<file path="config.mk">
export PLATFORM = sky130hd
export DESIGN_NAME = data_down_sample_flat
export DESIGN_NICKNAME = d
export VERILOG_FILES = /design/src/rtl/data_down_sample_pkg.sv /design/src/rtl/data_down_sample_if.sv /design/src/rtl/data_down_sample_round_sat.sv /design/src/rtl/data_down_sample.sv /design/src/flat_wrapper.sv
export SDC_FILE = /design/constraint.sdc
export NUM_CORES = 1
export LEC_CHECK = 0
export ABC_CLOCK_PERIOD_IN_PS = 3950
export BUFFER_PORTS_ARGS = -buffer_cell sky130_fd_sc_hd__buf_2
export CORE_UTILIZATION = 48
export DETAILED_ROUTE_END_ITERATION = 12
export GPL_ROUTABILITY_DRIVEN = 0
export PLACE_DENSITY = 0.66
export SLEW_MARGIN = 20
export SYNTH_ARGS = -nofsm -noshare
export SYNTH_HDL_FRONTEND = slang
export SYNTH_HIERARCHICAL = 1
export SYNTH_SLANG_ARGS = --single-unit
</file>
<file path="constraint.sdc">
create_clock -name clk -period 3.95 [get_ports clk]
set_clock_uncertainty 0.15 [all_clocks]
set_input_delay 0.1975 -clock clk [delete_from_list [all_inputs] [get_ports clk]]
set_output_delay 0.1975 -clock clk [all_outputs]
set_load 0.02 [all_outputs]
</file>
<file path="src/rtl/data_down_sample_pkg.sv">
// Shared constants for the tracking-engine downsampler and its consumers.
package data_down_sample_pkg;

  // Width and symmetric magnitude limit of the decimated I/Q samples.
  localparam int DOWN_OUT_WIDTH = 6;
  localparam int DOWN_OUT_MAX   = 31;

  // Accumulator width: input width plus enough headroom for 2^ratio_w samples.
  function automatic int acc_w(input int in_w, input int ratio_w);
    return in_w + ratio_w;
  endfunction

endpackage

</file>
<file path="src/rtl/data_down_sample_if.sv">
// Sample streams into and out of the decimator.
//
// Stream semantics: there is no back-pressure. A strobe (data_in_en /
// data_down_en) high for one clk cycle marks its data as valid on that cycle
// only. The receiver must take it then. shift_code travels with data_down_en.
interface data_down_sample_if
  import data_down_sample_pkg::*;
#(
  parameter int IN_WIDTH = 4
);
  logic                      data_in_en;
  logic [IN_WIDTH-1:0]       i_data_in;
  logic [IN_WIDTH-1:0]       q_data_in;
  logic                      data_down_en;
  logic [DOWN_OUT_WIDTH-1:0] i_data_down;
  logic [DOWN_OUT_WIDTH-1:0] q_data_down;
  logic                      shift_code;

  // Sample source and downstream consumer side.
  modport master (
    output data_in_en, i_data_in, q_data_in,
    input  data_down_en, i_data_down, q_data_down, shift_code
  );

  // Decimator side.
  modport slave (
    input  data_in_en, i_data_in, q_data_in,
    output data_down_en, i_data_down, q_data_down, shift_code
  );
endinterface

</file>
<file path="src/rtl/data_down_sample_round_sat.sv">
// One rail of the scale stage: round-half-up right shift of the dumped sum,
// then symmetric saturation to +/-DOWN_OUT_MAX. -32 is never produced
// because the consumer negates samples.
module data_down_sample_round_sat
  import data_down_sample_pkg::*;
#(
  parameter int ACC_W = 12
) (
  input  logic [ACC_W-1:0]          sum_in,
  input  logic [3:0]                shift,
  output logic [DOWN_OUT_WIDTH-1:0] dout,
  output logic                      clip
);

  // One extra bit keeps the rounding add from overflowing.
  localparam logic signed [ACC_W:0] ONE     = (ACC_W+1)'(1);
  localparam logic signed [ACC_W:0] POS_MAX = (ACC_W+1)'(DOWN_OUT_MAX);
  localparam logic signed [ACC_W:0] NEG_MAX = -POS_MAX;

  logic [3:0]              shift_eff;
  logic signed [ACC_W:0]   sum_ext;
  logic signed [ACC_W:0]   rnd;
  logic signed [ACC_W:0]   shifted;

  // Clamp shift, add half an LSB, arithmetic shift, then clip.
  always_comb begin
    shift_eff = shift;
    if (int'(shift) >= ACC_W) begin
      shift_eff = 4'(ACC_W - 1);
    end
    sum_ext = {sum_in[ACC_W-1], sum_in};
    rnd     = '0;
    if (shift_eff != 4'd0) begin
      rnd = ONE <<< (shift_eff - 4'd1);
    end
    shifted = (sum_ext + rnd) >>> shift_eff;
    dout    = shifted[DOWN_OUT_WIDTH-1:0];
    clip    = 1'b0;
    if (shifted > POS_MAX) begin
      dout = POS_MAX[DOWN_OUT_WIDTH-1:0];
      clip = 1'b1;
    end else if (shifted < NEG_MAX) begin
      dout = NEG_MAX[DOWN_OUT_WIDTH-1:0];
      clip = 1'b1;
    end
  end

endmodule

</file>
<file path="src/rtl/data_down_sample.sv">
// Integrate-and-dump I/Q decimator. Three registered stages:
//   accumulate/dump -> scale (round + saturate) -> output.
// An output appears two edges after the edge that accepts the (R+1)th input.
module data_down_sample
  import data_down_sample_pkg::*;
#(
  parameter int IN_WIDTH    = 4,
  parameter int RATIO_WIDTH = 8
) (
  input  logic                   clk,
  input  logic                   rst,
  input  logic                   enable,
  input  logic [RATIO_WIDTH-1:0] down_ratio,
  input  logic [3:0]             scale_shift,
  input  logic                   code_enable,
  input  logic                   clear_sat,
  data_down_sample_if.slave      bus,
  output logic                   sat_flag,
  output logic [15:0]            dump_count
);

  localparam int ACC_W = acc_w(IN_WIDTH, RATIO_WIDTH);

  // Accumulate stage
  logic [ACC_W-1:0]       i_acc_q, i_acc_d, q_acc_q, q_acc_d;
  logic [RATIO_WIDTH-1:0] cnt_q, cnt_d;
  logic [ACC_W-1:0]       i_dump_q, i_dump_d, q_dump_q, q_dump_d;
  logic                   dump_vld_q, dump_vld_d;
  // Scale stage
  logic [DOWN_OUT_WIDTH-1:0] i_scl_q, i_scl_d, q_scl_q, q_scl_d;
  logic                      scl_vld_q, scl_vld_d;
  logic                      scl_clip_q, scl_clip_d;
  // Output stage
  logic [DOWN_OUT_WIDTH-1:0] i_out_q, i_out_d, q_out_q, q_out_d;
  logic                      out_en_q, out_en_d;
  logic                      shift_code_q, shift_code_d;
  logic                      sat_q, sat_d;
  logic [15:0]               dump_count_q, dump_count_d;

  logic [ACC_W-1:0]          i_samp, q_samp;
  logic [DOWN_OUT_WIDTH-1:0] i_rs, q_rs;
  logic                      i_clip, q_clip;

  assign i_samp = {{(ACC_W-IN_WIDTH){bus.i_data_in[IN_WIDTH-1]}}, bus.i_data_in};
  assign q_samp = {{(ACC_W-IN_WIDTH){bus.q_data_in[IN_WIDTH-1]}}, bus.q_data_in};

  // Accumulate accepted samples; dump once cnt reaches (or has passed) R.
  always_comb begin
    i_acc_d    = i_acc_q;
    q_acc_d    = q_acc_q;
    cnt_d      = cnt_q;
    i_dump_d   = i_dump_q;
    q_dump_d   = q_dump_q;
    dump_vld_d = 1'b0;
    if (!enable) begin
      i_acc_d = '0;
      q_acc_d = '0;
      cnt_d   = '0;
    end else if (bus.data_in_en) begin
      if (cnt_q >= down_ratio) begin
        i_dump_d   = i_acc_q + i_samp;
        q_dump_d   = q_acc_q + q_samp;
        dump_vld_d = 1'b1;
        i_acc_d    = '0;
        q_acc_d    = '0;
        cnt_d      = '0;
      end else begin
        i_acc_d = i_acc_q + i_samp;
        q_acc_d = q_acc_q + q_samp;
        cnt_d   = cnt_q + 1'b1;
      end
    end
  end

  data_down_sample_round_sat #(.ACC_W(ACC_W)) u_rs_i (
    .sum_in (i_dump_q),
    .shift  (scale_shift),
    .dout   (i_rs),
    .clip   (i_clip)
  );

  data_down_sample_round_sat #(.ACC_W(ACC_W)) u_rs_q (
    .sum_in (q_dump_q),
    .shift  (scale_shift),
    .dout   (q_rs),
    .clip   (q_clip)
  );

  // Scale stage: capture rounded/saturated rails one cycle after a dump.
  always_comb begin
    scl_vld_d  = dump_vld_q;
    i_scl_d    = i_scl_q;
    q_scl_d    = q_scl_q;
    scl_clip_d = 1'b0;
    if (dump_vld_q) begin
      i_scl_d    = i_rs;
      q_scl_d    = q_rs;
      scl_clip_d = i_clip | q_clip;
    end
  end

  // Output stage: strobe, held data, code strobe, sticky flag, dump counter.
  always_comb begin
    out_en_d     = scl_vld_q;
    shift_code_d = scl_vld_q & code_enable;
    i_out_d      = i_out_q;
    q_out_d      = q_out_q;
    sat_d        = sat_q;
    dump_count_d = dump_count_q;
    if (scl_vld_q) begin
      i_out_d      = i_scl_q;
      q_out_d      = q_scl_q;
      dump_count_d = dump_count_q + 16'd1;
    end
    if (clear_sat) begin
      sat_d = 1'b0;
    end
    // A new clip outranks a coincident clear.
    if (scl_vld_q && scl_clip_q) begin
      sat_d = 1'b1;
    end
  end

  // State registers for all three stages.
  always_ff @(posedge clk) begin
    if (rst) begin
      i_acc_q      <= '0;
      q_acc_q      <= '0;
      cnt_q        <= '0;
      i_dump_q     <= '0;
      q_dump_q     <= '0;
      dump_vld_q   <= 1'b0;
      i_scl_q      <= '0;
      q_scl_q      <= '0;
      scl_vld_q    <= 1'b0;
      scl_clip_q   <= 1'b0;
      i_out_q      <= '0;
      q_out_q      <= '0;
      out_en_q     <= 1'b0;
      shift_code_q <= 1'b0;
      sat_q        <= 1'b0;
      dump_count_q <= '0;
    end else begin
      i_acc_q      <= i_acc_d;
      q_acc_q      <= q_acc_d;
      cnt_q        <= cnt_d;
      i_dump_q     <= i_dump_d;
      q_dump_q     <= q_dump_d;
      dump_vld_q   <= dump_vld_d;
      i_scl_q      <= i_scl_d;
      q_scl_q      <= q_scl_d;
      scl_vld_q    <= scl_vld_d;
      scl_clip_q   <= scl_clip_d;
      i_out_q      <= i_out_d;
      q_out_q      <= q_out_d;
      out_en_q     <= out_en_d;
      shift_code_q <= shift_code_d;
      sat_q        <= sat_d;
      dump_count_q <= dump_count_d;
    end
  end

  assign bus.data_down_en = out_en_q;
  assign bus.i_data_down  = i_out_q;
  assign bus.q_data_down  = q_out_q;
  assign bus.shift_code   = shift_code_q;
  assign sat_flag         = sat_q;
  assign dump_count       = dump_count_q;

endmodule

</file>
<file path="src/flat_wrapper.sv">
// flat-port wrapper written by rule: the top's interface ports become plain ports
module data_down_sample_flat import data_down_sample_pkg::*;
#(
  parameter int IN_WIDTH    = 4,
  parameter int RATIO_WIDTH = 8
)
  (clk, rst, enable, down_ratio, scale_shift, code_enable, clear_sat, sat_flag, dump_count, bus_data_in_en, bus_i_data_in, bus_q_data_in, bus_data_down_en, bus_i_data_down, bus_q_data_down, bus_shift_code);
  data_down_sample_if #(.IN_WIDTH(IN_WIDTH)) bus_i ();
  input  logic clk;
  input  logic rst;
  input  logic enable;
  input  logic [RATIO_WIDTH-1:0] down_ratio;
  input  logic [3:0] scale_shift;
  input  logic code_enable;
  input  logic clear_sat;
  output logic sat_flag;
  output logic [15:0] dump_count;
  input wire logic [$bits(bus_i.data_in_en)-1:0] bus_data_in_en;
  input wire logic [$bits(bus_i.i_data_in)-1:0] bus_i_data_in;
  input wire logic [$bits(bus_i.q_data_in)-1:0] bus_q_data_in;
  output wire logic [$bits(bus_i.data_down_en)-1:0] bus_data_down_en;
  output wire logic [$bits(bus_i.i_data_down)-1:0] bus_i_data_down;
  output wire logic [$bits(bus_i.q_data_down)-1:0] bus_q_data_down;
  output wire logic [$bits(bus_i.shift_code)-1:0] bus_shift_code;
  assign bus_i.data_in_en = bus_data_in_en;
  assign bus_i.i_data_in = bus_i_data_in;
  assign bus_i.q_data_in = bus_q_data_in;
  assign bus_data_down_en = bus_i.data_down_en;
  assign bus_i_data_down = bus_i.i_data_down;
  assign bus_q_data_down = bus_i.q_data_down;
  assign bus_shift_code = bus_i.shift_code;
  data_down_sample #(.IN_WIDTH(IN_WIDTH), .RATIO_WIDTH(RATIO_WIDTH)) u_core (.clk(clk), .rst(rst), .enable(enable), .down_ratio(down_ratio), .scale_shift(scale_shift), .code_enable(code_enable), .clear_sat(clear_sat), .bus(bus_i), .sat_flag(sat_flag), .dump_count(dump_count));
endmodule
</file>
### Word-level counts from Yosys, hierarchy flattened

Cells that the tools add are included.

* bits in registers: 102
* bits in latches: 0
* memory bits (writable): 0
* memory bits (read-only): 0
* logic and storage cells: 60
* memories kept: 0

* add/subtract/negate cells: 7
* $mul: 0
* div/mod/pow operators: 0
* order comparisons: 6
* equality and inequality tests: 0
* shift-type cells: 3
* muxes and demuxes: 16
* bitwise gates (word level): 5
* reduce and logical (&&, ||, !) cells: 7

Operators with widths (count)
* adder 12 x 13 -> 13 bit: 2
* > comparator 13 x 6 -> 1 bit (second input constant): 2
* less-than comparator 13 x 6 -> 1 bit (second input constant): 2
* >>> shifter 13 x 4 -> 13 bit: 2
* adder 12 bit: 2
* two-way mux 12 bit: 2
* two-way mux 6 bit: 4
* adder 16 x 1 -> 16 bit (second input constant): 1
* two-way mux 13 bit: 1
* <<< shifter 2 x 4 -> 13 bit (first input constant): 1
* adder 8 x 1 -> 8 bit (second input constant): 1
* >= comparator 8 bit: 1
* two-way mux 8 bit: 1
* two-way mux 1 bit: 7
* >= comparator 4 bit (second input constant): 1
* two-way mux 4 bit: 1
* nonzero test 4 bit: 1
* OR reduction 2 bit: 2
* subtractor 4 x 1 -> 4 bit (second input constant): 1
* inverter 1 bit: 3
* AND reduction 3 bit: 1
* OR reduction 3 bit: 1
* nonzero test 2 bit: 1
* bitwise AND 1 bit: 1
* 2 further kinds: 2

### Longest topological paths before layout

Gate-level depths: netlist of run 1.

* depth after elaboration: 11
* depth in mapped cells: 19
* gate-level depth less buffers: 17

### By module

The synthesis of run 1 kept the hierarchy.

Modules (own cells, without submodules)
* data_down_sample: instances 1, cells each 564, area each 4946.0 µm², sequential area each 2042.0 µm²
* data_down_sample_round_sat: instances 2, cells each 262, area each 1866.8 µm², sequential area each 0.0 µm²

### Worst setup path before layout of run 1

Ideal clock, no wire load.

* path type: input -> register
* from: in scale_shift[1]
* to: reg u_core.i_scl_q[0]
* library setup time: 0.065 ns
* arrival: 4.027 ns
* required time: 3.735 ns
* setup slack: -0.293 ns
* stages on the path: 18
* path buffers: 3
* path through: clkbuf_1 -> clkbuf_1 -> clkbuf_1 -> nand2b_1 -> nor2_1 -> ha_1 -> fa_1 -> a21o_1 -> a211o_1 -> a211o_1 -> nand3_4 -> a211oi_4 -> a221oi_2 -> or3b_1 -> o211a_1 -> o21ai_2 -> mux2i_1 -> nor2_1

* word-level cells in the longest chain between the ends: 10

RTL lines
* from (decl): RTL line flat_wrapper.sv:13 `input logic [3:0] scale_shift;`
* >= comparator 4 bit: RTL line data_down_sample_round_sat.sv:28 `if (int'(shift) >= ACC_W) begin`
* two-way mux 4 bit *: RTL line data_down_sample_round_sat.sv:28
* subtractor 4 x 1 -> 4 bit: RTL line data_down_sample_round_sat.sv:34 `rnd = ONE <<< (shift_eff - 4'd1);`
* <<< shifter 2 x 4 -> 13 bit: RTL line data_down_sample_round_sat.sv:34
* two-way mux 13 bit: RTL line data_down_sample_round_sat.sv:33 `if (shift_eff != 4'd0) begin`
* adder 12 x 13 -> 13 bit: RTL line data_down_sample_round_sat.sv:36 `shifted = (sum_ext + rnd) >>> shift_eff;`
* >>> shifter 13 x 4 -> 13 bit *: RTL line data_down_sample_round_sat.sv:36
* less-than comparator 13 x 6 -> 1 bit: RTL line data_down_sample_round_sat.sv:42 `end else if (shifted < NEG_MAX) begin`
* two-way mux 6 bit: RTL line data_down_sample_round_sat.sv:42
* two-way mux 6 bit *: RTL line data_down_sample_round_sat.sv:39 `if (shifted > POS_MAX) begin`
* via u_core.i_rs[0]: RTL line data_down_sample.sv:41 `logic [DOWN_OUT_WIDTH-1:0] i_rs, q_rs;`
* to (signal assigned): RTL line data_down_sample.sv:150 `i_scl_q <= i_scl_d;`
* to (decl): RTL line data_down_sample.sv:30 `logic [DOWN_OUT_WIDTH-1:0] i_scl_q, i_scl_d, q_scl_q, q_scl_d;`

Mark *: on every way through the listed nets, which the timed path passes. The rest lies on a longest branch.
A chain may end at the register's enable or synchronous reset.

### Worst setup path in the final report of run 1

* from: in scale_shift[0]
* to: reg u_core.q_scl_q[3]

* word-level cells in the longest chain between the ends: 10

RTL lines
* >= comparator 4 bit: RTL line data_down_sample_round_sat.sv:28
* two-way mux 4 bit *: RTL line data_down_sample_round_sat.sv:28
* subtractor 4 x 1 -> 4 bit: RTL line data_down_sample_round_sat.sv:34
* <<< shifter 2 x 4 -> 13 bit: RTL line data_down_sample_round_sat.sv:34
* two-way mux 13 bit: RTL line data_down_sample_round_sat.sv:33
* adder 12 x 13 -> 13 bit: RTL line data_down_sample_round_sat.sv:36
* >>> shifter 13 x 4 -> 13 bit *: RTL line data_down_sample_round_sat.sv:36
* less-than comparator 13 x 6 -> 1 bit: RTL line data_down_sample_round_sat.sv:42
* two-way mux 6 bit: RTL line data_down_sample_round_sat.sv:42
* two-way mux 6 bit *: RTL line data_down_sample_round_sat.sv:39
* via u_core.q_rs[3]: RTL line data_down_sample.sv:41
* to (signal assigned): RTL line data_down_sample.sv:151 `q_scl_q <= q_scl_d;`
* to (decl): RTL line data_down_sample.sv:30

Marked as above.

==> metrics.txt, run 1 <==
Worst-Margin Slew 899 ps; Post-DRT Antenna Nets 0; Leak 0.00468 uW; Synth warnings 6; startpoint types input port; first-pass GRT wire length 38.1 mm; Cell Area, Synth 8680 um^2; status finished, final reports clean; CP top delay family simple AND/OR/NAND/NOR gates; register bit total from synthesis 102; largest net degree at the start of global routing 44; CTS tree yes; worst hold endpoint u_core/q_acc_q[3]; Hold Path Origin bus_data_in_en; initial antenna violation count 0; CP max-delay cell o32ai_1; die area 18600 um^2; endpoints failing hold 0; H-Tree Depth 3; Area growth, synth to finish 19.8%; hold depth 3; Vias/cell 5.95; slowest stage delay, CP 300 ps; Sum Neg Setup Slack 0 ps; register area 2040 um^2; CP max FO 8; Final min period 3740 ps; syn avg cell area 7.98 um^2; Synth Flop Type dfxtp_1; vias in the first global route 7937; hpwl dp 17.8 mm; RSZ-0062 raised after global routing yes; register area share after synthesis 23.5%; worst-case reg-to-reg path depth 14; Worst setup EP type flop; gr usage total 25.4%; total gr overflow 0; CP Cell Sequence buf_2 -> buf_4 -> nand2b_1 -> buf_4 -> nor2_1 -> ha_1 -> buf_4 -> and2_1 -> and3_1 -> and3_1 -> buf_4 -> nor4_2 -> buf_4 -> nor3_1 -> o32ai_1 -> nand4_1 -> o21ai_0 -> nand2_1 -> mux2i_1 -> nor2_1; Cell Pwr Density 244 nW/um^2; most frequent cells in the layout buf_4 (145), nor2_1 (111), nand2_1 (102), dfxtp_1 (102), a21oi_1 (83); layout cells sized above 1 23.3%; area of the core 17500 um^2; Hold WS 145 ps; fin crit share 94.6%; max frequency 0.268 GHz; R2R setup slack 280 ps; max cap viols 0; most used cell along the critical path buf_4; Setup crit start scale_shift[0]; Worst Hold Class input port to flop; I/O pins 57; clock-pin slew on the worst setup and hold paths 80 ps; port bufs 56; Root Buffer clkbuf_16; Remaining DRCs 0; most common cell after layout, fill and taps aside buf_4; Post-synth ARST share 0%; Final setup viols 0; Buf/Inv on CP 6; Multi-input gate area 6250 um^2; Initial Util 49.7%; syn nets 1174; iteration count of the initial detailed-routing pass 5; row cnt 48; Clock Latency Late Sink 350 ps; Num CTS Buffers 9; r2r startpoint u_core/q_dump_q[0]; Max IR drop VDD 0.302 mV; CP required 4030 ps; Mapped Cells 1088; Vias 8750; total power draw 2530 uW; max-slew violation count 0; # diodes 0; clock sinks 102; initial drt markers 772; die width 136 um; maximum clock insertion buffer count 2; Fillers 1605; critical path class input port to flop; wire per inst 15.8 um; fin nets 1327; EDFF count, synth 0; wirelength, routed 23.3 mm; die height 136 um; Netlist cell types 83; reg-to-reg endpoint u_core/q_scl_q[3]; CP Data Arrival Time 3810 ps; slew margin rel. 40.0%
[worst max-delay path by stage]
stage	to	slack, ps	depth (start not counted)
finish	u_core/q_scl_q[3]	210	20
global route	u_core/i_scl_q[1]	-30	16
CTS	u_core/q_scl_q[3]	130	16
detailed placement	u_core/i_scl_q[3]	-200	16
global placement	u_core/i_scl_q[0]	-120	16
floorplan	u_core/i_scl_q[0]	10	18
[cell type report]
class	count	share of cell area, %
timing repair buffer	203	13.4
clock inverter	7	0.926
inverter	32	1.15
sequential	102	19.6
tap	225	2.71
clock buffer	9	2.17
multi-input combinational	893	60.1
[registers in the layout (all words and copies together) (netlist names)]
| signal | flops |
|---|---|
| u_core/dump_count | 16 |
| u_core/i_acc_q | 12 |
| u_core/i_dump_q | 12 |
| u_core/q_acc_q | 12 |
| u_core/q_dump_q | 12 |
| u_core/cnt_q | 8 |
| u_core/bus.i_data_down | 6 |
| u_core/bus.q_data_down | 6 |
| u_core/i_scl_q | 6 |
| u_core/q_scl_q | 6 |
| u_core/bus.data_down_en | 1 |
| u_core/bus.shift_code | 1 |
| u_core/dump_vld_q | 1 |
| u_core/out_en_d | 1 |
| u_core/sat_flag | 1 |
| u_core/scl_clip_q | 1 |
[through the flow]
step | util, % | setup slack [ps] | area (um^2) | instances
3_5_place_dp | 57.3 | -200 | 10000 | 1451
6_report | 59.5 | 214 | 10400 | 1471
3_3_place_gp | 57.3 | -124 | 10000 | 1451
2_1_floorplan | - | 12.5 | 8700 | 1088
5_1_grt | 59.5 | -31.7 | 10400 | 1471
4_1_cts | 59.2 | 127 | 10300 | 1469
[layer usage]
| layer | track usage (%) | up-vias | wire, um |
|---|---|---|---|
| met5 | 0 | - | 0 |
| met4 | 5.93 | 0 | 311 |
| met2 | 42.2 | 233 | 10800 |
| met3 | 3.43 | 30 | 942 |
| li1 | - | 4362 | - |
| met1 | 34.4 | 4125 | 11200 |
[cells by family (layout without fill, tap and decap cells)]
kind of cell / count (synthesis) / after routing / share of synthesized area, %
compound gates: 335 / 335 / 28.9
xor+xnor: 42 / 42 / 4.40
fa+ha+maj: 60 / 60 / 9.00
buf+inv: 93 / 251 / 4.97
flops: 102 / 102 / 23.5
mux: 43 / 43 / 5.33
other cells: 2 / 2 / 0.0865
simple gates: 411 / 411 / 23.8
[synth_stat cells, types with 10 or more instances]
| cell type | count | area (um^2) |
|---|---|---|
| clkbuf_1 | 28 | 105 |
| buf_2 | 17 | 85.1 |
| xnor2_1 | 20 | 175 |
| and3_1 | 15 | 93.8 |
| dfxtp_1 | 102 | 2040 |
| nand3_1 | 50 | 250 |
| o21a_1 | 10 | 75.1 |
| nand4_1 | 21 | 131 |
| xor2_1 | 21 | 184 |
| o21ai_0 | 33 | 165 |
| nand2_1 | 102 | 383 |
| ha_1 | 56 | 701 |
| nand2b_1 | 13 | 81.3 |
| a21o_1 | 25 | 188 |
| o22ai_1 | 11 | 68.8 |
| nor2b_1 | 15 | 93.8 |
| a211oi_1 | 18 | 135 |
| a211o_1 | 17 | 149 |
| mux2i_1 | 35 | 350 |
| inv_1 | 26 | 97.6 |
| a31oi_1 | 12 | 75.1 |
| nor3_1 | 27 | 135 |
| o211ai_1 | 11 | 82.6 |
| a21oi_1 | 83 | 415 |
| o21ai_1 | 10 | 50.1 |
| nor2_1 | 112 | 420 |
[worst reg2reg max path: cells and delay by family (launching register included)]
| kind | cells | cell delay [ps] |
|---|---|---|
| AO/OA/AOI/OAI | 5 | 1550 |
| adder cells (fa/ha/maj) | 2 | 560 |
| buffers and inverters | 1 | 70 |
| flip-flops | 1 | 320 |
| multiplexers | 1 | 150 |
| AND/OR/NAND/NOR | 5 | 750 |
[where the power goes]
part | total, uW | internal, uW | switching (uW)
Clock | 955 | 513 | 442
Combinational | 532 | 224 | 307
Sequential | 1050 | 1040 | 7.95
Total | 2530 | 1780 | 757
[repair_timing]
item	in CTS	in global routing
hold buffers	2	0
endpoints found under the hold margin	2	0
setup buffers	0	2
endpoints found under the setup margin	0	11
resized for setup	0	8
No activity file was read; power rests on OpenSTA's default activity.
==> run 2: changes to the inputs <==
==> constraint.sdc (replaced) <==
create_clock -name clk -period 3.95 [get_ports clk]
set_clock_uncertainty 0.15 [all_clocks]
set_input_delay 0.79 -clock clk [delete_from_list [all_inputs] [get_ports clk]]
set_output_delay 0.79 -clock clk [all_outputs]
set_load 0.02 [all_outputs]
==> run 2 against run 1 <==
  * The flow now finishes with violations (setup timing)
  * Sequential cell count is the same
  * Global-route usage increased by 2.0 points
  * Count of clock-buffer cells in the layout up 1
  * Combinational power up 23%
  * Fmax decreased by 11%
  * Sequential power about the same
  * Register-to-register slack worse by 70 ps
  * Non-clock buffer count grew 96
  * Power is 0.28% higher
  * Critical path depth unchanged
  * Hold slack better by 170 ps
  * Die area stayed put
  * Largest cell class unchanged
  * Highest routed layer unchanged
==> metrics.txt, run 2 (synthesis gave the netlist of run 1 again) <==
status finished, violations left; failing checks setup timing; Buf/Inv on CP 6; area of the core 17500 um^2; total power draw 2540 uW; endpoints failing hold 0; Final min period 4190 ps; vias in the first global route 8692; Vias 9250; initial antenna violation count 0; Final Util 68.3%; fin crit share 106%; worst hold endpoint u_core/q_dump_q[5]; H-Tree Depth 3; r2r startpoint u_core/i_dump_q[0]; RSZ-0062 raised after global routing yes; clock sinks 102; CP required 4090 ps; Max IR drop VDD 0.221 mV; wirelength, routed 25.5 mm; Worst setup EP type flop; Hold Path Origin u_core/q_dump_q[5]; CP max FO 6; Fillers 1399; max-slew violation count 0; Inst Count DP 1501; iteration count of the initial detailed-routing pass 5; fin nets 1423; CP top delay family compound AO/OA/AOI/OAI gates; # diodes 0; I/O pins 57; clock-pin slew on the worst setup and hold paths 60 ps; Vias/cell 5.91; total gr overflow 0; max frequency 0.239 GHz; worst-case reg-to-reg path depth 16; reg-to-reg endpoint u_core/scl_clip_q; die width 136 um; CP Data Arrival Time 4330 ps; hold buffers post-CTS 0; CTS tree yes; Root Buffer clkbuf_16; row cnt 48; Final WS setup -241 ps; layout cells sized above 1 36.5%; most common cell after layout, fill and taps aside buf_4; CP max-delay cell or3b_1; max cap viols 0; Leak 0.00525 uW; Finished Layout Cells 1566; port bufs 56; most frequent cells in the layout buf_4 (227), dfxtp_1 (102), nand2_1 (94), nor2_1 (92), a21oi_1 (72); maximum clock insertion buffer count 2; largest net degree at the start of global routing 62; Remaining DRCs 0; CP Cell Sequence buf_12 -> buf_12 -> nand2b_4 -> nor2_4 -> ha_4 -> fa_2 -> a21o_4 -> a211oi_4 -> o21a_2 -> buf_4 -> xnor2_2 -> o2bb2ai_2 -> buf_4 -> o311a_1 -> or3b_1 -> o211a_1 -> buf_6 -> buf_6 -> nor2_4 -> o21a_1; wire per inst 16.3 um; initial drt markers 568; Clock Latency Late Sink 360 ps; hpwl dp 18.2 mm; Cell Pwr Density 213 nW/um^2; slew margin rel. 45.5%; Final setup viols 8; die area 18600 um^2; Initial Util 49.7%; Largest register FFs 16; gr usage total 27.4%; hold depth 2; R2R setup slack 210 ps; Worst Hold Class flop to flop; Post-DRT Antenna Nets 0; critical path class input port to flop; Num CTS Buffers 9; Area growth, synth to finish 37.6%; Worst-Margin Slew 814 ps; slowest stage delay, CP 380 ps; first-pass GRT wire length 41.5 mm; startpoint types input port; die height 136 um
-- run 2: tightest hold or removal path, delay by kind of cell (launching register included) --
family             cells  cell delay [ps]
AOI/OAI and AO/OA      1               50
and+or+nand+nor        1               50
DFF                    1              310
-- run 2: how the worst max path moves through the flow --
stage,start,to,slack [ps],depth (start not counted)
after floorplan,scale_shift[1],u_core/i_scl_q[0],-450,18
after global placement,scale_shift[3],u_core/i_scl_q[0],-580,16
after detailed placement,scale_shift[3],u_core/i_scl_q[0],-670,16
after CTS,scale_shift[0],u_core/q_scl_q[1],-80,18
after global routing,scale_shift[0],u_core/i_scl_q[0],-330,20
final,scale_shift[0],u_core/scl_clip_q,-240,20
-- run 2: layout make-up --
class / instances / area (um^2) / area share (%)
flip-flops and latches: 102 / 2040 / 17.1
clock inverters: 5 / 40.0 / 0.335
repair buffers: 299 / 2260 / 18.9
well taps: 225 / 282 / 2.36
inverters: 32 / 129 / 1.08
multi-input cells: 893 / 6960 / 58.3
clock buffers: 10 / 229 / 1.92
-- run 2: where the power goes --
group | leakage [uW] | internal (uW) | switching, uW | total, uW
clock network | 0.000134 | 431 | 406 | 837
registers | 0.000824 | 1040 | 8.02 | 1050
logic | 0.00430 | 297 | 359 | 656
total | 0.00525 | 1770 | 773 | 2540
-- run 2: stage by stage --
step | hold WS [ps] | setup WS, ps | TNS, ps | area (um^2)
2_1_floorplan | 281 | -449 | -3850 | 8830
3_3_place_gp | 301 | -576 | -5560 | 10400
3_5_place_dp | 304 | -673 | -6520 | 10400
4_1_cts | 305 | -78.5 | -440 | 11500
5_1_grt | 339 | -333 | -2190 | 11900
6_report | 310 | -241 | -716 | 11900
-- run 2: timing repair --
item | 4_1_cts | 5_1_grt
setup endpoints to repair | 11 | 11
resized for setup | 117 | 64
pin swaps | 62 | 43
cloned | 1 | 0
setup buffers | 37 | 13
-- run 2: routing by layer --
layer  share of wire [%]  up-vias  global-route usage [%]  routed length (um)
met4                 2.2        0                    7.96                 549
met1                  45     4355                    35.6               11400
met5                   0        -                       0                   0
met3                 4.8       55                    3.84                1230
li1                    -     4566                       -                   -
met2                  48      274                    46.6               12300
==> run 3: changes to the inputs <==
--- a/config.mk
+++ b/config.mk
@@ -11,6 +11,7 @@
 export DETAILED_ROUTE_END_ITERATION = 12
 export GPL_ROUTABILITY_DRIVEN = 0
 export PLACE_DENSITY = 0.66
+export SKIP_CTS_REPAIR_TIMING = 1
 export SLEW_MARGIN = 20
 export SYNTH_ARGS = -nofsm -noshare
 export SYNTH_HDL_FRONTEND = slang
==> run 3 against run 2 <==
  * The flow still finishes with violations (setup timing)
  * Non-clock buffer count shrank 21
  * Cell area shrank 2.5%
  * Via count is 2.5% lower
  * Count of clock-buffer cells in the layout unchanged
  * Sequential share of layout area rose by 0.43 points
  * Worst setup slack improved by 76 ps
  * Global-route usage fell by 1.9 points
  * Power fell by 0.96%
  * Fmax increased by 1.8%
  * Combinational power is 3.5% lower
  * Sequential cell count is the same
  * Routed wire length is 4.0% lower
  * Critical endpoint is now u_core/q_scl_q[0]
==> metrics.txt, run 3 (synthesis gave the netlist of run 1 again) <==
status finished, violations left; failing checks setup timing; max cap viols 0; Sum Neg Setup Slack -853 ps; fin crit share 104%; # diodes 0; maximum clock insertion buffer count 2; die width 136 um; critical path class input port to flop; reg-to-reg endpoint u_core/i_scl_q[0]; M2 GR Usage 42.3%; Leak 0.00509 uW; area of the core 17500 um^2; Max IR drop VDD 0.217 mV; CP Cell Sequence buf_12 -> clkbuf_16 -> buf_4 -> nor3_2 -> ha_1 -> o211ai_1 -> buf_4 -> o211ai_4 -> a2111oi_4 -> buf_4 -> nor4_4 -> a211oi_4 -> o211ai_1 -> a2111oi_4 -> o211a_1 -> o21ai_2 -> mux2i_1 -> nor2_1; Remaining DRCs 0; Post-DRT Antenna Nets 0; Fillers 1460; net switching power 760 uW; Cell Pwr Density 216 nW/um^2; fin nets 1402; wirelength, routed 24.5 mm; Worst-Margin Slew 798 ps; slew margin rel. 46.6%; register share of total power 41.6%; endpoints failing hold 0; worst-case reg-to-reg path depth 15; Num CTS Buffers 9; most used cell along the critical path buf_4; gr usage total 25.4%; R2R setup slack 320 ps; port bufs 56; global route hottest layer met2; Final WS setup -165 ps; total gr overflow 0; Area growth, synth to finish 34.2%; initial antenna violation count 0; first-pass GRT wire length 38.6 mm; CP max FO 5; initial drt markers 388; hpwl dp 18.2 mm; register area 2040 um^2; worst hold endpoint u_core/sat_flag; Worst setup EP type flop; largest net degree at the start of global routing 62; max frequency 0.243 GHz; row cnt 48; Final min period 4120 ps; wire per inst 15.9 um; Largest register FFs 16; CTS tree yes; Hold Path Origin u_core/scl_clip_q; clock-pin slew on the worst setup and hold paths 70 ps; Worst Hold Class flop to flop; Final setup viols 9; iteration count of the initial detailed-routing pass 5; P_int 1760 uW; Multi-input gate area 6860 um^2; Vias/cell 5.83; slowest stage delay, CP 460 ps; startpoint types input port; met1 Resource Use GR 33.9%; CP Data Arrival Time 4190 ps; Vias 9015; most common cell after layout, fill and taps aside buf_4; H-Tree Depth 3; Clock Latency Late Sink 350 ps; Final Util 66.7%; r2r startpoint u_core/i_dump_q[1]; layout cells sized above 1 34.5%; Comb power frac 25.2%; CP max-delay cell a2111oi_4; vias in the first global route 8252; CP required 4020 ps; clock share of power 33.2%; most frequent cells in the layout buf_4 (213), dfxtp_1 (102), nand2_1 (94), nor2_1 (92), a21oi_1 (73); max-slew violation count 0; RSZ-0062 raised after global routing yes; pre-CTS setup slack -673 ps; hold depth 2; met3 GRT Util 3.73%; Initial Util 49.7%; die area 18600 um^2; die height 136 um; clock sinks 102; sw frac 30.2%; I/O pins 57; Root Buffer clkbuf_16
[run 3: metrics by stage]
step / cells / hold WS [ps] / instance area, um^2 / total power, uW
floorplan: 1088 / 281 / 8830 / 1440
detailed placement: 1501 / 304 / 10400 / 1610
finish: 1545 / 309 / 11700 / 2520
CTS: 1516 / 305 / 10700 / 2450
global route: 1545 / 343 / 11700 / 2620
global placement: 1501 / 301 / 10400 / 1600
[run 3: critical path: cells and delay by family]
family,cells,cell delay [ps]
compound gates,8,1860
buf+inv,5,780
simple gates,3,340
fa+ha+maj,1,300
mux,1,130
[run 3: area by class of cell]
type,instances,share of cell area [%]
repair buffers,278,17.7
multi-input cells,893,58.9
clock inverters,5,0.344
flip-flops and latches,102,17.5
clock buffers,10,1.97
inverters,32,1.13
well taps,225,2.42
[run 3: power by group through the flow]
stage | combinational [uW] | sequential [uW] | clock (uW)
3_5_place_dp | 539 | 1070 | 0
5_1_grt | 684 | 1050 | 889
3_3_place_gp | 534 | 1070 | 0
2_1_floorplan | 368 | 1070 | 0
4_1_cts | 543 | 1050 | 857
6_report | 633 | 1050 | 836
[run 3: how the worst max path moves through the flow]
stage / endpoint / slack [ps] / from / cells after the start
floorplan: u_core/i_scl_q[0] / -450 / scale_shift[1] / 18
global placement: u_core/i_scl_q[0] / -580 / scale_shift[3] / 16
detailed placement: u_core/i_scl_q[0] / -670 / scale_shift[3] / 16
CTS: u_core/i_scl_q[0] / -350 / scale_shift[3] / 16
global route: u_core/q_scl_q[0] / -330 / scale_shift[0] / 19
finish: u_core/q_scl_q[0] / -170 / scale_shift[0] / 18
[run 3: routing by layer]
metal | up-vias | share of wire [%]
met1 | 4224 | 47
li1 | 4525 | -
met4 | 0 | 1.9
met2 | 222 | 47
met3 | 44 | 4.2
met5 | - | 0
